[src/rtl/pagesel_mmu.sv]
// Multi-window page selector with shadow registers, atomic commit and an
// interrupt save/restore stack. Optional write-protect support: PAGESEL_MMU_WP_EN.
module pagesel_mmu #(
    parameter int PAGE_W      = 5,
    parameter int WINDOWS     = 4,
    parameter int STACK_DEPTH = 4
) (
    input  logic                       clk,
    input  logic                       rst_n,
    input  logic [4:0]                 AD,
    input  logic [7:0]                 DI,
    output logic [7:0]                 DO,
    input  logic                       rw,
    input  logic                       cs,
    input  logic                       irq_enter,
    input  logic                       irq_exit,
    output logic [WINDOWS*PAGE_W-1:0]  page,
    output logic [WINDOWS-1:0]         wp,
    output logic                       bram_disable
);

    localparam int         MAP_W     = WINDOWS * PAGE_W;
    localparam int         SP_W      = (STACK_DEPTH > 1) ? $clog2(STACK_DEPTH) : 1;
    localparam int         SLOTS     = 1 << SP_W;
    localparam logic [3:0] WIN_CNT   = 4'(WINDOWS);
    localparam logic [2:0] DEPTH     = 3'(STACK_DEPTH);
    localparam logic [4:0] CTRL_AD   = 5'h10;
    localparam logic [4:0] STATUS_AD = 5'h11;

    function automatic logic [11:0] widen(input logic [PAGE_W-1:0] p);
        logic [11:0] f;
        f = 12'h000;
        f[PAGE_W-1:0] = p;
        return f;
    endfunction

    // Replace either the low byte or the high nibble of a page number.
    function automatic logic [PAGE_W-1:0] merge_page(input logic [PAGE_W-1:0] cur,
                                                     input logic              hi,
                                                     input logic [7:0]        data);
        logic [11:0] f;
        f = widen(cur);
        if (hi) begin
            f[11:8] = data[3:0];
        end else begin
            f[7:0] = data;
        end
        return f[PAGE_W-1:0];
    endfunction

    logic [MAP_W-1:0] act_page_r;
    logic [MAP_W-1:0] shd_page_r;
    logic [MAP_W-1:0] act_page_nx_s;
    logic [MAP_W-1:0] shd_page_nx_s;
    logic [MAP_W-1:0] stk_page_r [SLOTS];
    logic [MAP_W-1:0] rd_src_s;

    logic             bram_r;
    logic             shd_mode_r;
    logic [2:0]       cnt_r;
    logic             ovf_r;
    logic             unf_r;
    logic [7:0]       do_r;

    logic             wr_s;
    logic             rd_s;
    logic             page_sel_s;
    logic             hi_sel_s;
    logic [2:0]       win_s;
    logic             enter_s;
    logic             exit_s;
    logic             push_s;
    logic             pop_s;
    logic             ovf_set_s;
    logic             unf_set_s;
    logic             map_wr_s;
    logic             ctrl_wr_s;
    logic             stat_wr_s;
    logic             commit_s;
    logic [SP_W-1:0]  push_idx_s;
    logic [SP_W-1:0]  pop_idx_s;
    logic [PAGE_W-1:0] sel_page_s;
    logic [11:0]      sel_full_s;
    logic             sel_wp_s;
    logic [7:0]       rd_data_s;

    assign wr_s       = cs & ~rw;
    assign rd_s       = cs & rw;
    assign win_s      = AD[3:1];
    assign hi_sel_s   = AD[0];
    assign page_sel_s = ~AD[4] & ({1'b0, AD[3:1]} < WIN_CNT);

    // Simultaneous enter and exit cancel each other completely.
    assign enter_s    = irq_enter & ~irq_exit;
    assign exit_s     = irq_exit & ~irq_enter;
    assign push_s     = enter_s & (cnt_r < DEPTH);
    assign pop_s      = exit_s & (cnt_r != 3'd0);
    assign ovf_set_s  = enter_s & (cnt_r == DEPTH);
    assign unf_set_s  = exit_s & (cnt_r == 3'd0);

    // Stack activity owns the mapping this cycle; CPU page/wp writes are dropped.
    assign map_wr_s   = wr_s & page_sel_s & ~enter_s & ~pop_s;
    assign ctrl_wr_s  = wr_s & (AD == CTRL_AD);
    assign stat_wr_s  = wr_s & (AD == STATUS_AD);
    assign commit_s   = ctrl_wr_s & DI[2];
    assign push_idx_s = SP_W'(cnt_r);
    assign pop_idx_s  = SP_W'(cnt_r - 3'd1);

    // Next active/shadow page numbers.
    always_comb begin
        act_page_nx_s = act_page_r;
        shd_page_nx_s = shd_page_r;
        if (pop_s) begin
            act_page_nx_s = stk_page_r[pop_idx_s];
            shd_page_nx_s = stk_page_r[pop_idx_s];
        end else if (enter_s) begin
            act_page_nx_s = commit_s ? shd_page_r : act_page_r;
            act_page_nx_s[PAGE_W-1:0] = '0;
            shd_page_nx_s[PAGE_W-1:0] = '0;
        end else begin
            if (commit_s) begin
                act_page_nx_s = shd_page_r;
            end else begin
                act_page_nx_s = act_page_r;
            end
            for (int i = 0; i < WINDOWS; i++) begin
                if (map_wr_s && (win_s == 3'(i))) begin
                    shd_page_nx_s[i*PAGE_W +: PAGE_W] =
                        merge_page(shd_page_r[i*PAGE_W +: PAGE_W], hi_sel_s, DI);
                    act_page_nx_s[i*PAGE_W +: PAGE_W] = shd_mode_r ?
                        act_page_r[i*PAGE_W +: PAGE_W] :
                        merge_page(act_page_r[i*PAGE_W +: PAGE_W], hi_sel_s, DI);
                end else begin
                    shd_page_nx_s[i*PAGE_W +: PAGE_W] = shd_page_r[i*PAGE_W +: PAGE_W];
                end
            end
        end
    end

    // Page state registers.
    always_ff @(posedge clk or negedge rst_n) begin
        if (!rst_n) begin
            act_page_r <= '0;
            shd_page_r <= '0;
        end else begin
            act_page_r <= act_page_nx_s;
            shd_page_r <= shd_page_nx_s;
        end
    end

    // Saved page sets; only the slot at the current depth is written.
    always_ff @(posedge clk or negedge rst_n) begin
        if (!rst_n) begin
            for (int s = 0; s < SLOTS; s++) begin
                stk_page_r[s] <= '0;
            end
        end else if (push_s) begin
            stk_page_r[push_idx_s] <= act_page_r;
        end
    end

`ifdef PAGESEL_MMU_WP_EN
    logic [WINDOWS-1:0] act_wp_r;
    logic [WINDOWS-1:0] shd_wp_r;
    logic [WINDOWS-1:0] act_wp_nx_s;
    logic [WINDOWS-1:0] shd_wp_nx_s;
    logic [WINDOWS-1:0] stk_wp_r [SLOTS];
    logic [WINDOWS-1:0] rd_wp_src_s;

    // Next active/shadow write-protect flags, mirroring the page update rules.
    always_comb begin
        act_wp_nx_s = act_wp_r;
        shd_wp_nx_s = shd_wp_r;
        if (pop_s) begin
            act_wp_nx_s = stk_wp_r[pop_idx_s];
            shd_wp_nx_s = stk_wp_r[pop_idx_s];
        end else if (enter_s) begin
            act_wp_nx_s    = commit_s ? shd_wp_r : act_wp_r;
            act_wp_nx_s[0] = 1'b0;
            shd_wp_nx_s[0] = 1'b0;
        end else begin
            if (commit_s) begin
                act_wp_nx_s = shd_wp_r;
            end else begin
                act_wp_nx_s = act_wp_r;
            end
            for (int i = 0; i < WINDOWS; i++) begin
                if (map_wr_s && hi_sel_s && (win_s == 3'(i))) begin
                    shd_wp_nx_s[i] = DI[6];
                    act_wp_nx_s[i] = shd_mode_r ? act_wp_r[i] : DI[6];
                end else begin
                    shd_wp_nx_s[i] = shd_wp_r[i];
                end
            end
        end
    end

    // Write-protect state registers.
    always_ff @(posedge clk or negedge rst_n) begin
        if (!rst_n) begin
            act_wp_r <= '0;
            shd_wp_r <= '0;
        end else begin
            act_wp_r <= act_wp_nx_s;
            shd_wp_r <= shd_wp_nx_s;
        end
    end

    // Saved write-protect sets.
    always_ff @(posedge clk or negedge rst_n) begin
        if (!rst_n) begin
            for (int s = 0; s < SLOTS; s++) begin
                stk_wp_r[s] <= '0;
            end
        end else if (push_s) begin
            stk_wp_r[push_idx_s] <= act_wp_r;
        end
    end

    // Write-protect flag of the addressed window for readback.
    always_comb begin
        rd_wp_src_s = shd_mode_r ? shd_wp_r : act_wp_r;
        sel_wp_s    = 1'b0;
        for (int i = 0; i < WINDOWS; i++) begin
            sel_wp_s = (win_s == 3'(i)) ? rd_wp_src_s[i] : sel_wp_s;
        end
    end

    assign wp = act_wp_r;
`else
    assign sel_wp_s = 1'b0;
    assign wp       = '0;
`endif

    // Control, stack depth and sticky error flags.
    always_ff @(posedge clk or negedge rst_n) begin
        if (!rst_n) begin
            bram_r     <= 1'b0;
            shd_mode_r <= 1'b0;
            cnt_r      <= 3'd0;
            ovf_r      <= 1'b0;
            unf_r      <= 1'b0;
        end else begin
            if (ctrl_wr_s) begin
                bram_r     <= DI[0];
                shd_mode_r <= DI[1];
            end
            if (push_s) begin
                cnt_r <= cnt_r + 3'd1;
            end else if (pop_s) begin
                cnt_r <= cnt_r - 3'd1;
            end
            if (ovf_set_s) begin
                ovf_r <= 1'b1;
            end else if (stat_wr_s && DI[6]) begin
                ovf_r <= 1'b0;
            end
            if (unf_set_s) begin
                unf_r <= 1'b1;
            end else if (stat_wr_s && DI[7]) begin
                unf_r <= 1'b0;
            end
        end
    end

    // Page number of the addressed window; shadow mode reads the shadow copy.
    always_comb begin
        rd_src_s   = shd_mode_r ? shd_page_r : act_page_r;
        sel_page_s = '0;
        for (int i = 0; i < WINDOWS; i++) begin
            sel_page_s = (win_s == 3'(i)) ? rd_src_s[i*PAGE_W +: PAGE_W] : sel_page_s;
        end
        sel_full_s = widen(sel_page_s);
    end

    // Register read multiplexer.
    always_comb begin
        rd_data_s = 8'h00;
        if (page_sel_s) begin
            if (hi_sel_s) begin
                rd_data_s = {1'b0, sel_wp_s, 2'b00, sel_full_s[11:8]};
            end else begin
                rd_data_s = sel_full_s[7:0];
            end
        end else begin
            case (AD)
                CTRL_AD:   rd_data_s = {6'b000000, shd_mode_r, bram_r};
                STATUS_AD: rd_data_s = {unf_r, ovf_r, 3'b000, cnt_r};
                default:   rd_data_s = 8'h00;
            endcase
        end
    end

    // Read data register, held between reads.
    always_ff @(posedge clk or negedge rst_n) begin
        if (!rst_n) begin
            do_r <= 8'h00;
        end else if (rd_s) begin
            do_r <= rd_data_s;
        end
    end

    assign DO           = do_r;
    assign page         = act_page_r;
    assign bram_disable = bram_r;

endmodule

[config.mk]
export PLATFORM = sky130hd
export DESIGN_NAME = pagesel_mmu
export DESIGN_NICKNAME = d
export VERILOG_FILES = /design/src/rtl/pagesel_mmu.sv
export SDC_FILE = /design/constraint.sdc
export NUM_CORES = 1
export LEC_CHECK = 0
export CAP_MARGIN = 20
export CELL_PAD_IN_SITES_DETAIL_PLACEMENT = 2
export CELL_PAD_IN_SITES_GLOBAL_PLACEMENT = 2
export CORE_MARGIN = 2
export CORE_UTILIZATION = 41
export CTS_BUF_LIST = sky130_fd_sc_hd__clkbuf_2
export DETAILED_ROUTE_END_ITERATION = 10
export PLACE_DENSITY_LB_ADDON = 0.1
export SKIP_LAST_GASP = 1
export SLEW_MARGIN = 5
export SYNTH_ARGS = -nofsm -noshare
export SYNTH_HDL_FRONTEND = slang
export SYNTH_SLANG_ARGS = --single-unit
[constraint.sdc]
create_clock -name clk -period 2.8 [get_ports clk]
set_input_delay 0.28 -clock clk [delete_from_list [all_inputs] [get_ports clk]]
set_output_delay 0.28 -clock clk [all_outputs]
set_load 0.02 [all_outputs]
==> results of run 1 <==
[cell type report]
type	count	share of cell area (%)
well taps	220	3.48
repair buffers	78	9.04
multi-input cells	413	41.8
flip-flops and latches	134	42.5
diodes	1	0.0317
clock buffers	21	1.33
inverters	4	0.190
clock inverters	10	1.66
[cells in the final DEF, fill, tap and decap left out, types with 3 or more instances in the layout]
master	netlist	layout
ha_1	5	5
inv_1	4	4
o22a_1	4	4
and2_1	4	4
mux2i_1	8	8
nand3_1	11	11
bufinv_16	0	3
mux2_2	87	87
o22ai_1	5	5
clkinv_2	0	4
a21oi_1	30	29
a31oi_1	14	14
o21ai_0	23	23
clkbuf_2	0	21
a32o_1	11	11
buf_4	7	31
clkdlybuf4s50_1	0	44
a22oi_1	4	4
mux4_2	20	20
o2111ai_2	3	3
a2bb2oi_1	5	5
dfrtp_1	134	134
nor2_1	23	22
nor2b_1	9	9
nand2_1	76	76
a41oi_1	15	15
nand2b_1	8	8
conb_1	1	5
a211o_1	3	3
mux2_1	5	5
nor3_1	6	6
[per-stage QoR]
step,hold slack (ns),cells
finish,0.0649,881
detailed placement,0.306,848
global placement,0.286,848
floorplan,-0.0156,596
CTS,0.0176,880
global route,0.0369,881
[registers in the layout (all words and copies together) (netlist names)]
signal / count
page: 20
stk_page_r: 80
DO: 7
shd_mode_r: 1
ovf_r: 1
cnt_r: 3
unf_r: 1
shd_page_r: 20
bram_disable: 1
[path summary, 6_finish.rpt]
path	to	slack, ns	cells after the start
max reg2reg	page[1]	0.28	7
min in group clk	ovf_r	0.16	3
min reg2reg	DO[3]	0.51	2
max	page[1]	0.28	7
max in group asynchronous	stk_page_r[9]	2.00	3
min	cnt_r[2]	0.06	2
[synthesized netlist by cell type, types with 3 or more instances]
master	n	area [µm²]
a31oi_1	14	87.6
o21ai_0	23	115
nand2b_1	8	50.1
a21oi_1	30	150
nor3_1	6	30.0
mux2_1	5	56.3
a32o_1	11	110
o22a_1	4	35.0
o2111ai_2	3	45.0
mux2_2	87	980
inv_1	4	15.0
ha_1	5	62.6
nand3_1	11	55.1
o22ai_1	5	31.3
clkbuf_1	21	78.8
buf_2	15	75.1
mux4_2	20	450
nand2_1	76	285
nor2b_1	9	56.3
a41oi_1	15	131
a2bb2oi_1	5	43.8
and2_1	4	25.0
mux2i_1	8	80.1
a211o_1	3	26.3
a22oi_1	4	30.0
dfrtp_1	134	3350
nor2_1	23	86.3
buf_4	7	52.6
[cells by family after synthesis]
kind of cell,after synthesis,share of synthesized area [%]
multiplexers,120,22.8
buffers and inverters,49,3.34
AO/OA/AOI/OAI,130,13.5
adder cells (fa/ha/maj),5,0.912
other,1,0.0546
flip-flops,134,48.9
AND/OR/NAND/NOR,152,10.4
XOR/XNOR,1,0.128
[power by group]
| part | total, mW | internal [mW] | switching [mW] |
|---|---|---|---|
| registers | 2.81 | 2.38 | 0.430 |
| clock network | 1.23 | 0.502 | 0.727 |
| logic | 2.06 | 1.02 | 1.04 |
| total | 6.10 | 3.91 | 2.19 |
[worst register-to-register path: cells and delay by family (launching register included)]
| family | cells | cell delay (ns) |
|---|---|---|
| flops | 1 | 0.47 |
| buf+inv | 1 | 0.16 |
| fa+ha+maj | 1 | 0.26 |
| simple gates | 2 | 0.52 |
| compound gates | 2 | 0.65 |
| mux | 1 | 0.35 |
[routing by layer]
| metal | routed length, µm | up-vias |
|---|---|---|
| met5 | 0 | - |
| met2 | 10600 | 90 |
| li1 | - | 2304 |
| met4 | 320 | 0 |
| met1 | 9360 | 2712 |
| met3 | 684 | 26 |
[timing repair]
item                                   4_1_cts  5_1_grt
hold buffers                                 1        0
gates resized for setup                      0        0
endpoints found under the hold margin      134        0
==> results.json, run 1 <==
{
  "status": "complete, no violations",
  "pre_cts_slack_ns": 0.175,
  "pin_count": 52,
  "ys_seq_elements": 134,
  "cp.buffers_inverters": 1,
  "grt_util_met1_pct": 33.1,
  "grt_overflow": 0,
  "post_drt_wl_per_cell_um": 23.8,
  "netlist_instances": 592,
  "end_kind": "flip-flop",
  "critical_path.top_delay_family": "compound AO/OA/AOI/OAI gates",
  "synth.avg_cell_area_um2": 11.6,
  "crit_path_top_delay_cell": "dfrtp_1",
  "met2_usage_pct": 42.6,
  "tightest_slew_ns": 0.822,
  "p_leak_nw": 3.54,
  "drc_errors": 0,
  "yosysWarnings": 0,
  "seqCellArea_um2": 3350,
  "worstPathRequired_ns": 3.40,
  "worst_slack_ns": 0.280,
  "ys_seq_area_share_pct": 48.9,
  "cts_buffer_depth": 2,
  "arrival_ns": 3.12,
  "grt_max_degree": 60,
  "p_total_mw": 6.10,
  "yosys.cell_types.count": 55,
  "grt_use_total_pct": 25.2,
  "die-area_um2": 17800,
  "design_area_um2": 7900,
  "crit_path_max_fanout": 8,
  "crit_start": "cnt_r[1]",
  "ir_drop_mv": 0.453,
  "via_per_inst": 5.83,
  "synth_area_um2": 6860,
  "rows": 47,
  "hpwl_um": 14800,
  "utilization_pct": 48.0,
  "clock_sinks": 134,
  "clk_latency_ns": 0.72,
  "start_util_pct": 41.7,
  "busiest_layer": "met2",
  "grt_util_met3_pct": 5.10,
  "chipWidth_um": 133,
  "nFillCells": 1637,
  "grt_pass1_vias": 5823,
  "clockRootBuffer": "clkbuf_2",
  "hold_viol_final": 0,
  "dr.pass1.iters": 4,
  "cts_max_level": 4,
  "wl_um": 20900,
  "fmax_ghz": 0.397,
  "power.density_nw_per_um2": 772,
  "ys_async_sr_fraction_pct": 100,
  "multi_input_area_um2": 3300,
  "slew_viol_final": 0,
  "tns_ns": 0,
  "io_buffer_count": 45,
  "antenna_found_initial": 1,
  "coreArea_um2": 16500,
  "nets": 672,
  "finClkSkew_ns": 0.0328,
  "via_count": 5132,
  "cts_tree": "yes",
  "synth_edf_count": 0,
  "max_cap_violations": 0,
  "r2r_start": "cnt_r[1]",
  "clkTransAtPathRegs_ns": 0.21,
  "placed_cell_area_um2": 7650,
  "synth_flop_cell": "dfrtp_1",
  "grt_setup_unrepaired": "no",
  "drive_above_1_share_pct": 27.6,
  "cp-start-kind": "flip-flop",
  "ant_nets": 0,
  "min_period_over_period_pct": 90.0,
  "critPathKind": "reg2reg",
  "numCtsBuffers": 17,
  "grt_pass1_wl_um": 34100,
  "max_stage_delay_ns": 0.47,
  "hold_path.class": "in2async",
  "dr.first_iter.drc_count": 259,
  "setup_violations": 0,
  "crit_path_cell_trace": "inv_1, ha_1, nor2b_2, o2111a_2, nor3_1, o21ai_4, mux2_1",
  "area_delta_synth_final_pct": 15.1,
  "place_congestion": 0.810,
  "period_needed_ns": 2.52,
  "timing.slew.headroom_pct": 45.2,
  "fp.dieH_um": 133,
  "cts_setup_buffers": 0
}
Note: power is estimated with default switching activity, not from simulation.
==> run 2, diff against run 1 <==
Settings changed: TNS_END_PERCENT from default to 100.
==> results of run 2 <==
Same layout as run 1: the final DEF is identical, and so are final timing and power.
==> run 3, diff against run 2 <==
Settings changed: ABC_CLOCK_PERIOD_IN_PS from default to 2800.
==> results of run 3 <==
Same layout as run 1: the final DEF is identical, and so are final timing and power.
